<file path="config.mk">
export PLATFORM = sky130hd
export DESIGN_NAME = voice_req_queue
export DESIGN_NICKNAME = d
export VERILOG_FILES = /design/src/rtl/voice_req_queue.sv
export SDC_FILE = /design/constraint.sdc
export NUM_CORES = 1
export LEC_CHECK = 0
export BUFFER_PORTS_ARGS = -buffer_cell sky130_fd_sc_hd__buf_2
export CELL_PAD_IN_SITES_DETAIL_PLACEMENT = 0
export CELL_PAD_IN_SITES_GLOBAL_PLACEMENT = 1
export CORE_MARGIN = 1.5
export CORE_UTILIZATION = 53
export CTS_CLUSTER_SIZE = 12
export DETAILED_ROUTE_END_ITERATION = 6
export PLACE_DENSITY = 0.93
export RECOVER_POWER = 50
export REMOVE_ABC_BUFFERS = 1
export SLEW_MARGIN = 20
export SYNTH_ARGS = -nofsm -noshare
export SYNTH_HDL_FRONTEND = slang
export SYNTH_SLANG_ARGS = --single-unit
</file>
<file path="constraint.sdc">
create_clock -name clk_50M -period 5.1 [get_ports clk_50M]
set_input_delay 0.51 -clock clk_50M [delete_from_list [all_inputs] [get_ports clk_50M]]
set_output_delay 0.51 -clock clk_50M [all_outputs]
set_load 0.005 [all_outputs]
</file>
<file path="src/rtl/voice_req_queue.sv">
// Voice request queue: buffers voice codes in a small FIFO and issues them
// one at a time to the playback stage, spaced by a fixed playback window.
module voice_req_queue #(
   parameter int DEPTH      = 8,
   parameter int GAP_CYCLES = 150_000_000
) (
   input  logic       clk_50M,
   input  logic       s_rst_n,
   input  logic [3:0] req_voice,
   input  logic       req_valid,
   input  logic       flush,
   output logic       req_ready,
   output logic [3:0] select_voice,
   output logic       select_voice_en,
   output logic       busy,
   output logic [4:0] q_count,
   output logic       drop_pulse
);

   localparam int PTR_W = $clog2(DEPTH);

   typedef enum logic [1:0] {
      IDLE,
      ISSUE,
      WAIT
   } state_t;

   state_t           state;
   state_t           state_next;
   logic [3:0]       mem [DEPTH];
   logic [PTR_W-1:0] wr_ptr;
   logic [PTR_W-1:0] rd_ptr;
   logic [27:0]      gap_cnt;
   logic             full;
   logic             req_nonzero;
   logic             do_pop;
   logic             do_write;
   logic             do_drop;
   logic             gap_done;

   // A pop frees a slot on the same edge, so a full FIFO still accepts a write then.
   assign full        = (q_count == 5'(DEPTH));
   assign req_ready   = ~full;
   assign req_nonzero = req_valid && (req_voice != 4'd0);
   assign do_pop      = (state == ISSUE) && !flush;
   assign do_write    = req_nonzero && !flush && (!full || do_pop);
   assign do_drop     = req_nonzero && !flush && full && !do_pop;
   assign busy        = (state != IDLE);
   assign gap_done    = (gap_cnt == 28'(GAP_CYCLES - 1));

   always_comb begin
      state_next = state;
      case (state)
         IDLE:    if (q_count != 5'd0 && !flush) state_next = ISSUE;
         ISSUE:   state_next = flush ? IDLE : WAIT;
         WAIT:    if (gap_done) state_next = IDLE;
         default: state_next = IDLE;
      endcase
   end

   always_ff @(posedge clk_50M or negedge s_rst_n) begin
      if (!s_rst_n) state <= IDLE;
      else          state <= state_next;
   end

   always_ff @(posedge clk_50M or negedge s_rst_n) begin
      if (!s_rst_n) begin
         wr_ptr  <= '0;
         rd_ptr  <= '0;
         q_count <= 5'd0;
      end else if (flush) begin
         wr_ptr  <= '0;
         rd_ptr  <= '0;
         q_count <= 5'd0;
      end else begin
         if (do_write) wr_ptr <= wr_ptr + 1'b1;
         if (do_pop)   rd_ptr <= rd_ptr + 1'b1;
         case ({do_write, do_pop})
            2'b10:   q_count <= q_count + 5'd1;
            2'b01:   q_count <= q_count - 5'd1;
            default: q_count <= q_count;
         endcase
      end
   end

   // Storage is left unreset; the pointers alone define what is valid.
   always_ff @(posedge clk_50M) begin
      if (do_write) mem[wr_ptr] <= req_voice;
   end

   always_ff @(posedge clk_50M or negedge s_rst_n) begin
      if (!s_rst_n) begin
         select_voice    <= 4'd0;
         select_voice_en <= 1'b0;
         drop_pulse      <= 1'b0;
      end else begin
         select_voice_en <= do_pop;
         drop_pulse      <= do_drop;
         if (do_pop) select_voice <= mem[rd_ptr];
      end
   end

   always_ff @(posedge clk_50M or negedge s_rst_n) begin
      if (!s_rst_n) begin
         gap_cnt <= 28'd0;
      end else if (state == WAIT) begin
         gap_cnt <= gap_done ? 28'd0 : gap_cnt + 28'd1;
      end else begin
         gap_cnt <= 28'd0;
      end
   end

endmodule

</file>
==> reports/metrics.cfg, run 1 <==
[cells_and_area]
nNetsFinal = 348
multi_input_area_mm2 = 0.00151
area_growth_pct = 9.90
post-route-util_pct = 60.3
drive_gt1_share_pct = 13.6
num_antenna_cells = 0
fill_cells = 559
final-seq-area_mm2 = 0.00214

[drt]
drt_first_pass_iters = 4
vias = 2570
via_per_inst = 5.92
drt_wl_total_um = 7020
ant_nets = 0
initialDrtViolationCount = 139
drcViolationCount = 0
wire_per_inst_um = 16.2

[sta]
setup_viol = 0
min_period_ns = 3.12
fin_tns_setup_ns = 0
finalHoldViolations = 0
fin_crit_sh_pct = 61.1
skew_ns = 0.00877
tightest_slew_ns = 2.50
slew_viol_final = 48
slew_headroom_pct = -67.0
fmax_ghz = 0.321
grt_setup_unrepaired = no

[worst_setup_path]
r2r_cells = 7
required_ns = 5.32
cpMostUsedCell = a21oi_1
crit_type = in2reg
worstSetupStartpointType = primary input
path_cells = clkbuf_1, or4_1, a211oi_1, ha_1, a21oi_1, a21oi_1, mux2i_1, nand4_1
slowest_delay_ns = 0.85
cp_max_fo = 11
rrSetupSlack_ns = 2.42
slowest_stage = a211oi_1
end_kind = register
worstPathArrival_ns = 3.34

[floorplan]
core-area_mm2 = 0.00679
die_area_mm2 = 0.00755
rows = 30
ios = 21
initial_utilization_pct = 54.9
die_w_um = 86.9
die_height_um = 86.9

[clock_tree]
cts_setup_buffers = 0
cts_made_buffers = 9
clk_latency_ns = 0.34
cts_root_buffer = clkbuf_8
cts_resized = 0
cts_buffer_depth = 2
cts.hold.buffers_added = 0
clock_sinks = 79
clk_pin_slew_ns = 0.08
cts_tree = yes
htree_levels = 3

[run_status]
failed_checks = capacitance limit, slew limit
status = finished, violations left

[place]
gp_congestion = 0.804
hpwl_um = 4730
port_buffers = 20

[yosys]
ys_ff_latch = 79
synth_top_cell_area_share_pct = 31.5
synth_cells = 315
synth_top_cell_by_area = dfrtp_1
synth_warnings = 0
synthTopCellsByArea = dfrtp_1 32%, edfxtp_1 26%, mux4_2 4.8%
synth_seq_area_share_pct = 57.3
synth_cell_type_count = 45
avgSynthCellArea_um2 = 11.8
netlist_area_mm2 = 0.00373

[global_routing]
grt_pass1_wl_um = 11500
grt_max_degree = 48
grt_use_met1_pct = 29.6
use_met3_pct = 4.55
first_global_vias = 2298
grtUsageMet2_pct = 29.5
grt_busiest_layer = met1
antenna_found_initial = 0
grt_util_all_layers_pct = 20.3
overflow = 0

[power_and_ir_drop]
total_power_w = 0.00151
leakage_nw = 1.52
peakVddDrop_uv = 265
p_per_area_mw_per_mm2 = 367

[flow_run]
maxCapViolations = 1

[hold_path]
hold_depth = 1
worstHoldPathType = reg2reg

## cell families after synthesis
kind of cell    Yosys count  synth area share (%)
compound gates           55                  9.26
xor+xnor                 15                  3.52
fa+ha+maj                 7                  2.55
buf+inv                  20                  2.21
flops                    79                  57.3
mux                      15                  6.71
simple gates            124                  18.4
## path summary, 6_finish.rpt
kind                                      startpoint                endpoint
worst min-delay path            gap_cnt[0]$_DFF_PN0_    gap_cnt[0]$_DFF_PN0_
max in group asynchronous                    s_rst_n  q_count[3]$_DFFE_PN0P_
worst max-delay path                    req_voice[1]  q_count[4]$_DFFE_PN0P_
min in group asynchronous                    s_rst_n   gap_cnt[15]$_DFF_PN0_
worst min register to register  gap_cnt[0]$_DFF_PN0_    gap_cnt[0]$_DFF_PN0_
worst max register to register  state[1]$_DFFE_PN0P_  q_count[4]$_DFFE_PN0P_
## synth_stat cells (all sizes together)
library cell / count
and3b: 1
edfxtp: 32
buf: 6
nor2: 31
and3: 2
xor2: 8
or4b: 2
o21ai: 8
nor4: 4
nor3: 11
a21o: 1
ha: 6
nand2b: 9
and4: 3
a21oi: 26
mux4: 8
mux2i: 7
a211oi: 3
dfrtp: 47
fa: 1
nor2b: 1
nand3: 11
o31ai: 7
or2: 2
or4: 10
a31o: 1
a21boi: 1
clkbuf: 7
nand4: 9
o21a: 1
xnor2: 7
or3b: 1
nor4b: 1
nand2: 17
or3: 9
o21ba: 1
o41ai: 2
a211o: 3
inv: 7
a311oi: 1
## state kept, by name, indices dropped and copies added, names as in the netlist
| signal | cells |
|---|---|
| q_count | 5 |
| mem | 32 |
| select_voice_en | 1 |
| select_voice | 4 |
| rd_ptr | 3 |
| gap_cnt | 28 |
| wr_ptr | 3 |
| drop_pulse | 1 |
| state | 2 |
## cell type report
class                           instances  share of cell area (%)
Timing Repair Buffer                   20                    2.26
Clock inverter                          6                    2.08
Multi-Input combinational cell        216                    36.8
Inverter                                7                   0.641
Sequential cell                        79                    52.1
Clock buffer                           10                    3.11
Tap cell                               96                    2.93
## cells in the final DEF, fill, tap and decap left out, types with 6 or more instances in the layout
| cell type | n |
|---|---|
| dfrtp_1 | 47 |
| edfxtp_1 | 32 |
| nor2_1 | 31 |
| a21oi_1 | 26 |
| nand2_1 | 17 |
| buf_2 | 14 |
| nand3_1 | 11 |
| nor3_1 | 11 |
| or4_1 | 9 |
| nand2b_1 | 9 |
| or3_1 | 9 |
| clkbuf_8 | 9 |
| nand4_1 | 8 |
| o21ai_0 | 8 |
| xor2_1 | 8 |
| mux4_2 | 8 |
| inv_1 | 7 |
| o31ai_1 | 7 |
| xnor2_1 | 7 |
| mux2i_1 | 7 |
| clkbuf_1 | 7 |
| ha_1 | 6 |
## per-stage QoR
stage	cell area, µm²	setup slack [ns]	std cells	hold slack [ns]
finish	4100	1.98	434	0.520
global route	4100	1.89	434	0.524
CTS	4110	2.14	434	0.390
detailed placement	3890	1.77	418	0.515
global placement	3890	1.96	418	0.503
floorplan	3670	2.29	302	0.214
## layer usage
| metal | wire length, µm | up-vias |
|---|---|---|
| met3 | 278 | 10 |
| li1 | - | 1221 |
| met4 | 104 | 0 |
| met2 | 3260 | 57 |
| met5 | 0 | - |
| met1 | 3380 | 1282 |
## critical path: cells and delay by family
kind | cells | cell delay [ns]
buffers and inverters | 1 | 0.22
AND/OR/NAND/NOR | 2 | 0.72
multiplexers | 1 | 0.15
adder cells (fa/ha/maj) | 1 | 0.42
AO/OA/AOI/OAI | 3 | 1.31
## power by group
part | total [W] | internal (W) | switching, W
clock | 0.000493 | 0.000274 | 0.000219
sequential | 0.000761 | 0.000706 | 0.0000541
combinational | 0.000251 | 0.000111 | 0.000141
total | 0.00151 | 0.00109 | 0.000414
No activity file was read; power rests on OpenSTA's default activity.
==> run 2, diff against run 1 <==
CORE_UTILIZATION = 44   (was 53)
PLACE_DENSITY = 0.84   (was 0.93)
clock period = 2.52 ns   (was 5.1 ns; I/O delays follow)
==> run 2 against run 1 <==
  * Total power up 100%
  * Critical endpoint is now gap_cnt[26]$_DFF_PN0_
  * Largest cell class unchanged
  * Flip-flop and latch count did not move
  * Sequential share of layout area shrank 1.1 points
  * Combinational power grew 110%
  * Critical path type is now reg2reg
  * Setup slack worse by 1.7 ns
  * First-iteration DRC count grew 32%
  * The run now ends clean
==> reports/metrics.cfg, run 2 (synthesized netlist as in run 1, its figures left out) <==
[worst_setup_path]
worstPathArrival_ns = 2.51  ; was 3.34 ns
crit_type = reg2reg  ; was in2reg
required_ns = 2.80  ; was 5.32 ns
cp_max_fo = 15  ; was 11
worstSetupStartpointType = register  ; was primary input
end_kind = register  ; unchanged

[global_routing]
grt_pass1_wl_um = 12300  ; was 11500 µm
first_global_vias = 2485  ; was 2298
antenna_found_initial = 0  ; unchanged
overflow = 0  ; unchanged
grt_util_all_layers_pct = 18.0  ; was 20.3%
grt_max_degree = 25  ; was 48

[drt]
initialDrtViolationCount = 184  ; was 139
via_per_inst = 5.62  ; was 5.92
drt_first_pass_iters = 4  ; unchanged
wire_per_inst_um = 15.8  ; was 16.2 µm
vias = 2562  ; was 2570
drcViolationCount = 0  ; unchanged
drt_wl_total_um = 7200  ; was 7020 µm
ant_nets = 0  ; unchanged

[sta]
tightest_slew_ns = 1.35  ; was 2.50 ns
grt_setup_unrepaired = no  ; unchanged
slew_headroom_pct = 9.88  ; was -67.0%
setup_ws_ns = 0.288  ; was 1.98 ns
fin_crit_sh_pct = 88.6
finalHoldViolations = 0  ; unchanged
min_period_ns = 2.23
slew_viol_final = 0  ; was 48
skew_ns = 0.0157  ; was 0.00877 ns
setup_viol = 0  ; unchanged
fmax_ghz = 0.448

[power_and_ir_drop]
leakage_nw = 1.57  ; was 1.52 nW
total_power_w = 0.00307  ; was 0.00151 W
peakVddDrop_uv = 472  ; was 265 µV
p_per_area_mw_per_mm2 = 734  ; was 367 mW/mm²

[clock_tree]
clk_pin_slew_ns = 0.09  ; was 0.08 ns
clock_sinks = 79  ; unchanged
cts_made_buffers = 9  ; unchanged
cts_buffer_depth = 2  ; unchanged
htree_levels = 3  ; unchanged
cts_tree = yes  ; unchanged
clk_latency_ns = 0.36  ; was 0.34 ns
cts_root_buffer = clkbuf_8  ; unchanged
cts_resized = 0  ; unchanged

[cells_and_area]
drive_gt1_share_pct = 16.5  ; was 13.6%
area_growth_pct = 12.3  ; was 9.90%
final_common_cell = dfrtp_1  ; unchanged
top_regs = mem x32, gap_cnt x28, q_count x5  ; unchanged
multi_input_area_mm2 = 0.00151  ; unchanged
top_register = mem  ; unchanged
post-route-util_pct = 51.0  ; was 60.3%
finalNonFillerCells = 456  ; was 434
layout_common_cells = 47 x dfrtp_1, 32 x edfxtp_1, 31 x nor2_1, 26 x a21oi_1, 17 x nand2_1  ; unchanged
largest_reg_flops = 32  ; unchanged
fill_cells = 712  ; was 559
final_area_mm2 = 0.00419  ; was 0.00410 mm²
nNetsFinal = 361  ; was 348
final-seq-area_mm2 = 0.00214  ; unchanged
num_antenna_cells = 0  ; unchanged

[floorplan]
ios = 21  ; unchanged
rows = 33  ; was 30
initial_utilization_pct = 45.4  ; was 54.9%
die_area_mm2 = 0.00904  ; was 0.00755 mm²
die_w_um = 95.1  ; was 86.9 µm
die_height_um = 95.1  ; was 86.9 µm
core-area_mm2 = 0.00822  ; was 0.00679 mm²

[place]
hpwl_um = 5060  ; was 4730 µm
pre_cts_slack_ns = 0.104  ; was 1.77 ns
gp_congestion = 0.792  ; was 0.804
placed_area_mm2 = 0.00401  ; was 0.00389 mm²
port_buffers = 20  ; unchanged
dp.cells = 439  ; was 418

[flow_run]
maxCapViolations = 0  ; was 1

[hold_path]
worstHoldPathType = in2reg  ; was reg2reg

[run_status]
status = complete, no violations  ; was finished, violations left

[run 2: what timing repair did]
item | 4_1_cts | 5_1_grt
setup endpoints to repair | 0 | 0
hold endpoints to repair | 23 | 0
buffers inserted | 0 | 0
hold buffers | 1 | 0
[run 2: cell type report]
class,instances,area share [%]
multi-input combinational,216,36.1
inverter,7,0.627
clock buffer,9,2.96
timing repair buffer,33,4.21
tap,105,3.14
clock inverter,7,2.00
sequential,79,51.0
[run 2: critical path: stages (launching register included)]
cell and delay [ns]:
dfrtp_1 0.42, ha_1 0.30, nand2_1 0.13, or4_4 0.60
or4_1 0.55, a21oi_1 0.15
[run 2: final timing paths]
check,start,end,slack [ns],cells past startpoint
hold / removal,flush,state[1]$_DFFE_PN0P_,0.22,3
min in group asynchronous,s_rst_n,gap_cnt[13]$_DFF_PN0_,0.72,2
setup reg to reg,gap_cnt[0]$_DFF_PN0_,gap_cnt[26]$_DFF_PN0_,0.29,5
setup / recovery,gap_cnt[0]$_DFF_PN0_,gap_cnt[26]$_DFF_PN0_,0.29,5
max in group asynchronous,s_rst_n,rd_ptr[2]$_DFFE_PN0P_,0.50,3
hold reg to reg,gap_cnt[0]$_DFF_PN0_,gap_cnt[0]$_DFF_PN0_,0.52,1
[run 2: per-layer routing]
metal | vias to the layer above | share of wire [%] | GRT usage, %
li1 | 1238 | - | -
met1 | 1256 | 47 | 25.4
met2 | 58 | 48 | 27.5
met3 | 10 | 3.0 | 2.95
met4 | 0 | 2.0 | 8.08
met5 | - | 0 | 0
[run 2: power breakdown]
group	total, W	internal (W)	switching (W)
registers	0.00155	0.00143	0.000116
clock network	0.000997	0.000477	0.000520
logic	0.000531	0.000237	0.000294
total	0.00307	0.00214	0.000930
[run 2: stage by stage]
| step | hold WS (ns) | TNS [ns] |
|---|---|---|
| after floorplan | -0.0436 | -0.0358 |
| after global placement | 0.296 | 0 |
| after detailed placement | 0.305 | 0 |
| after CTS | 0.217 | 0 |
| after global routing | 0.249 | 0 |
| final | 0.224 | 0 |
==> run 3, diff against run 2 <==
CORE_UTILIZATION = 46   (was 44)
CTS_BUF_LIST = sky130_fd_sc_hd__clkbuf_8   (was default)
PLACE_DENSITY = 0.86   (was 0.84)
==> run 3 against run 2 <==
  * Final cell count is 0.66% lower
  * Clock skew is 0.0028 ns lower
  * Wire length is 2.1% higher
  * Flip-flop and latch count stayed put
  * Non-clock buffer count stayed put
  * Die area is 4.2% lower
  * Critical path depth is 1 lower
  * First-iteration DRC count is 1.1% higher
  * Total power is 3.7% lower
  * Combinational power is 0.9% higher
  * Setup slack worse by 0.087 ns
  * Sequential share of layout area is 0.37 points higher
  * Critical path type unchanged
  * Largest power group unchanged
==> reports/metrics.cfg, run 3 (synthesized netlist as in run 1, its figures left out) <==
[run_status]
status = complete, no violations  ; unchanged

[power_and_ir_drop]
p_per_area_mw_per_mm2 = 712  ; was 734 mW/mm²
peakVddDrop_uv = 441  ; was 472 µV
total_power_w = 0.00296  ; was 0.00307 W
leakage_nw = 1.54  ; was 1.57 nW

[global_routing]
grtUsageMet2_pct = 30.0  ; was 27.5%
grt_pass1_wl_um = 12500  ; was 12300 µm
grt_util_all_layers_pct = 18.9  ; was 18.0%
antenna_found_initial = 0  ; unchanged
use_met3_pct = 4.55  ; was 2.95%
first_global_vias = 2512  ; was 2485
grt_busiest_layer = met2  ; unchanged
grt_max_degree = 35  ; was 25
overflow = 0  ; unchanged
grt_use_met1_pct = 26.1  ; was 25.4%

[worst_setup_path]
crit_type = reg2reg  ; unchanged
worstSetupStartpointType = register  ; unchanged
end_kind = register  ; unchanged
cp_max_fo = 5  ; was 15
required_ns = 2.52  ; was 2.80 ns
worstPathArrival_ns = 2.32  ; was 2.51 ns

[drt]
via_per_inst = 5.69  ; was 5.62
drt_wl_total_um = 7350  ; was 7200 µm
vias = 2577  ; was 2562
wire_per_inst_um = 16.2  ; was 15.8 µm
initialDrtViolationCount = 186  ; was 184
ant_nets = 0  ; unchanged
drcViolationCount = 0  ; unchanged
drt_first_pass_iters = 4  ; unchanged

[floorplan]
die_area_mm2 = 0.00866  ; was 0.00904 mm²
rows = 32  ; was 33
die_w_um = 93.0  ; was 95.1 µm
initial_utilization_pct = 47.8  ; was 45.4%
die_height_um = 93.0  ; was 95.1 µm
core-area_mm2 = 0.00781  ; was 0.00822 mm²
ios = 21  ; unchanged

[place]
dp.cells = 436  ; was 439
hpwl_um = 5170  ; was 5060 µm
port_buffers = 20  ; unchanged
placed_area_mm2 = 0.00399  ; was 0.00401 mm²
gp_congestion = 0.766  ; was 0.792

[cells_and_area]
nNetsFinal = 361  ; unchanged
final_common_cell = dfrtp_1  ; unchanged
top_regs = mem x32, gap_cnt x28, q_count x5  ; unchanged
top_register = mem  ; unchanged
final_area_mm2 = 0.00416  ; was 0.00419 mm²
largest_reg_flops = 32  ; unchanged
finalNonFillerCells = 453  ; was 456
drive_gt1_share_pct = 15.4  ; was 16.5%
num_antenna_cells = 0  ; unchanged
area_growth_pct = 11.5  ; was 12.3%
layout_common_cells = 47 x dfrtp_1, 32 x edfxtp_1, 31 x nor2_1, 26 x a21oi_1, 17 x nand2_1  ; unchanged

[clock_tree]
cts_buffer_depth = 2  ; unchanged
clk_pin_slew_ns = 0.08  ; was 0.09 ns
clock_sinks = 79  ; unchanged
cts_made_buffers = 9  ; unchanged
htree_levels = 3  ; unchanged
clk_latency_ns = 0.35  ; was 0.36 ns
cts_tree = yes  ; unchanged
cts_root_buffer = clkbuf_8  ; unchanged

[sta]
slew_headroom_pct = 43.3  ; was 9.88%
min_period_ns = 2.32  ; was 2.23 ns
setup_viol = 0  ; unchanged
grt_setup_unrepaired = no  ; unchanged
fmax_ghz = 0.431  ; was 0.448 GHz
fin_tns_setup_ns = 0  ; unchanged
finalHoldViolations = 0  ; unchanged
tightest_slew_ns = 0.851  ; was 1.35 ns
slew_viol_final = 0  ; unchanged
skew_ns = 0.0130  ; was 0.0157 ns
hold_ws_ns = 0.227  ; was 0.224 ns
fin_crit_sh_pct = 92.0  ; was 88.6%

[flow_run]
maxCapViolations = 0  ; unchanged

[hold_path]
worstHoldPathType = in2reg  ; unchanged

-- run 3: cell count changes in the layout (fill, tap and decap cells not counted), sizes merged --
cell      delta
bufinv       -1
clkinvlp     +1
clkbuf       +2
buf          -2
-- run 3: cell type report --
class                           instances  area, µm²
Clock buffer                            9        124
Clock inverter                          7       61.3
Fill cell                             681       3650
Inverter                                7       26.3
Multi-Input combinational cell        216       1510
Sequential cell                        79       2140
Tap cell                              102        128
Timing Repair Buffer                   33        173
-- run 3: worst paths after layout --
kind	startpoint	slack [ns]	endpoint	cells after the start
min reg2reg	gap_cnt[0]$_DFF_PN0_	0.51	gap_cnt[0]$_DFF_PN0_	1
max	state[1]$_DFFE_PN0P_	0.20	mem[3][3]$_DFFE_PP_	4
min	flush	0.23	state[1]$_DFFE_PN0P_	3
max reg2reg	state[1]$_DFFE_PN0P_	0.20	mem[3][3]$_DFFE_PP_	4
min in group asynchronous	s_rst_n	0.50	gap_cnt[26]$_DFF_PN0_	2
max in group asynchronous	s_rst_n	0.70	gap_cnt[2]$_DFF_PN0_	3
-- run 3: power breakdown --
| part | leakage (nW) | internal, W | switching, W |
|---|---|---|---|
| registers | 0.928 | 0.00143 | 0.000114 |
| logic | 0.527 | 0.000241 | 0.000295 |
| clock network | 0.0888 | 0.000376 | 0.000504 |
| total | 1.54 | 0.00205 | 0.000913 |
-- run 3: metal layers --
| layer | vias to the layer above | wire length [µm] |
|---|---|---|
| li1 | 1243 | - |
| met4 | 0 | 72 |
| met2 | 50 | 3510 |
| met1 | 1275 | 3530 |
| met3 | 9 | 233 |
| met5 | - | 0 |
-- run 3: what timing repair did --
action,4_1_cts,5_1_grt
endpoints found under the setup margin,0,0
buffers inserted,0,0
hold buffers,1,0
resized for setup,0,0
endpoints found under the hold margin,13,0
-- run 3: worst max-delay path: stages, from the launching register on --
cell	delay, ns
dfrtp_1	0.41
or3b_2	0.52
a311oi_2	0.45
nand2_1	0.19
nor2_1	0.41
-- run 3: per-stage QoR --
step	setup slack [ns]	utilization (%)
after floorplan	-0.0358	-
after global placement	0.177	51.1
after detailed placement	0.101	51.1
after CTS	0.168	53.6
after global routing	0.0778	53.3
final	0.201	53.3
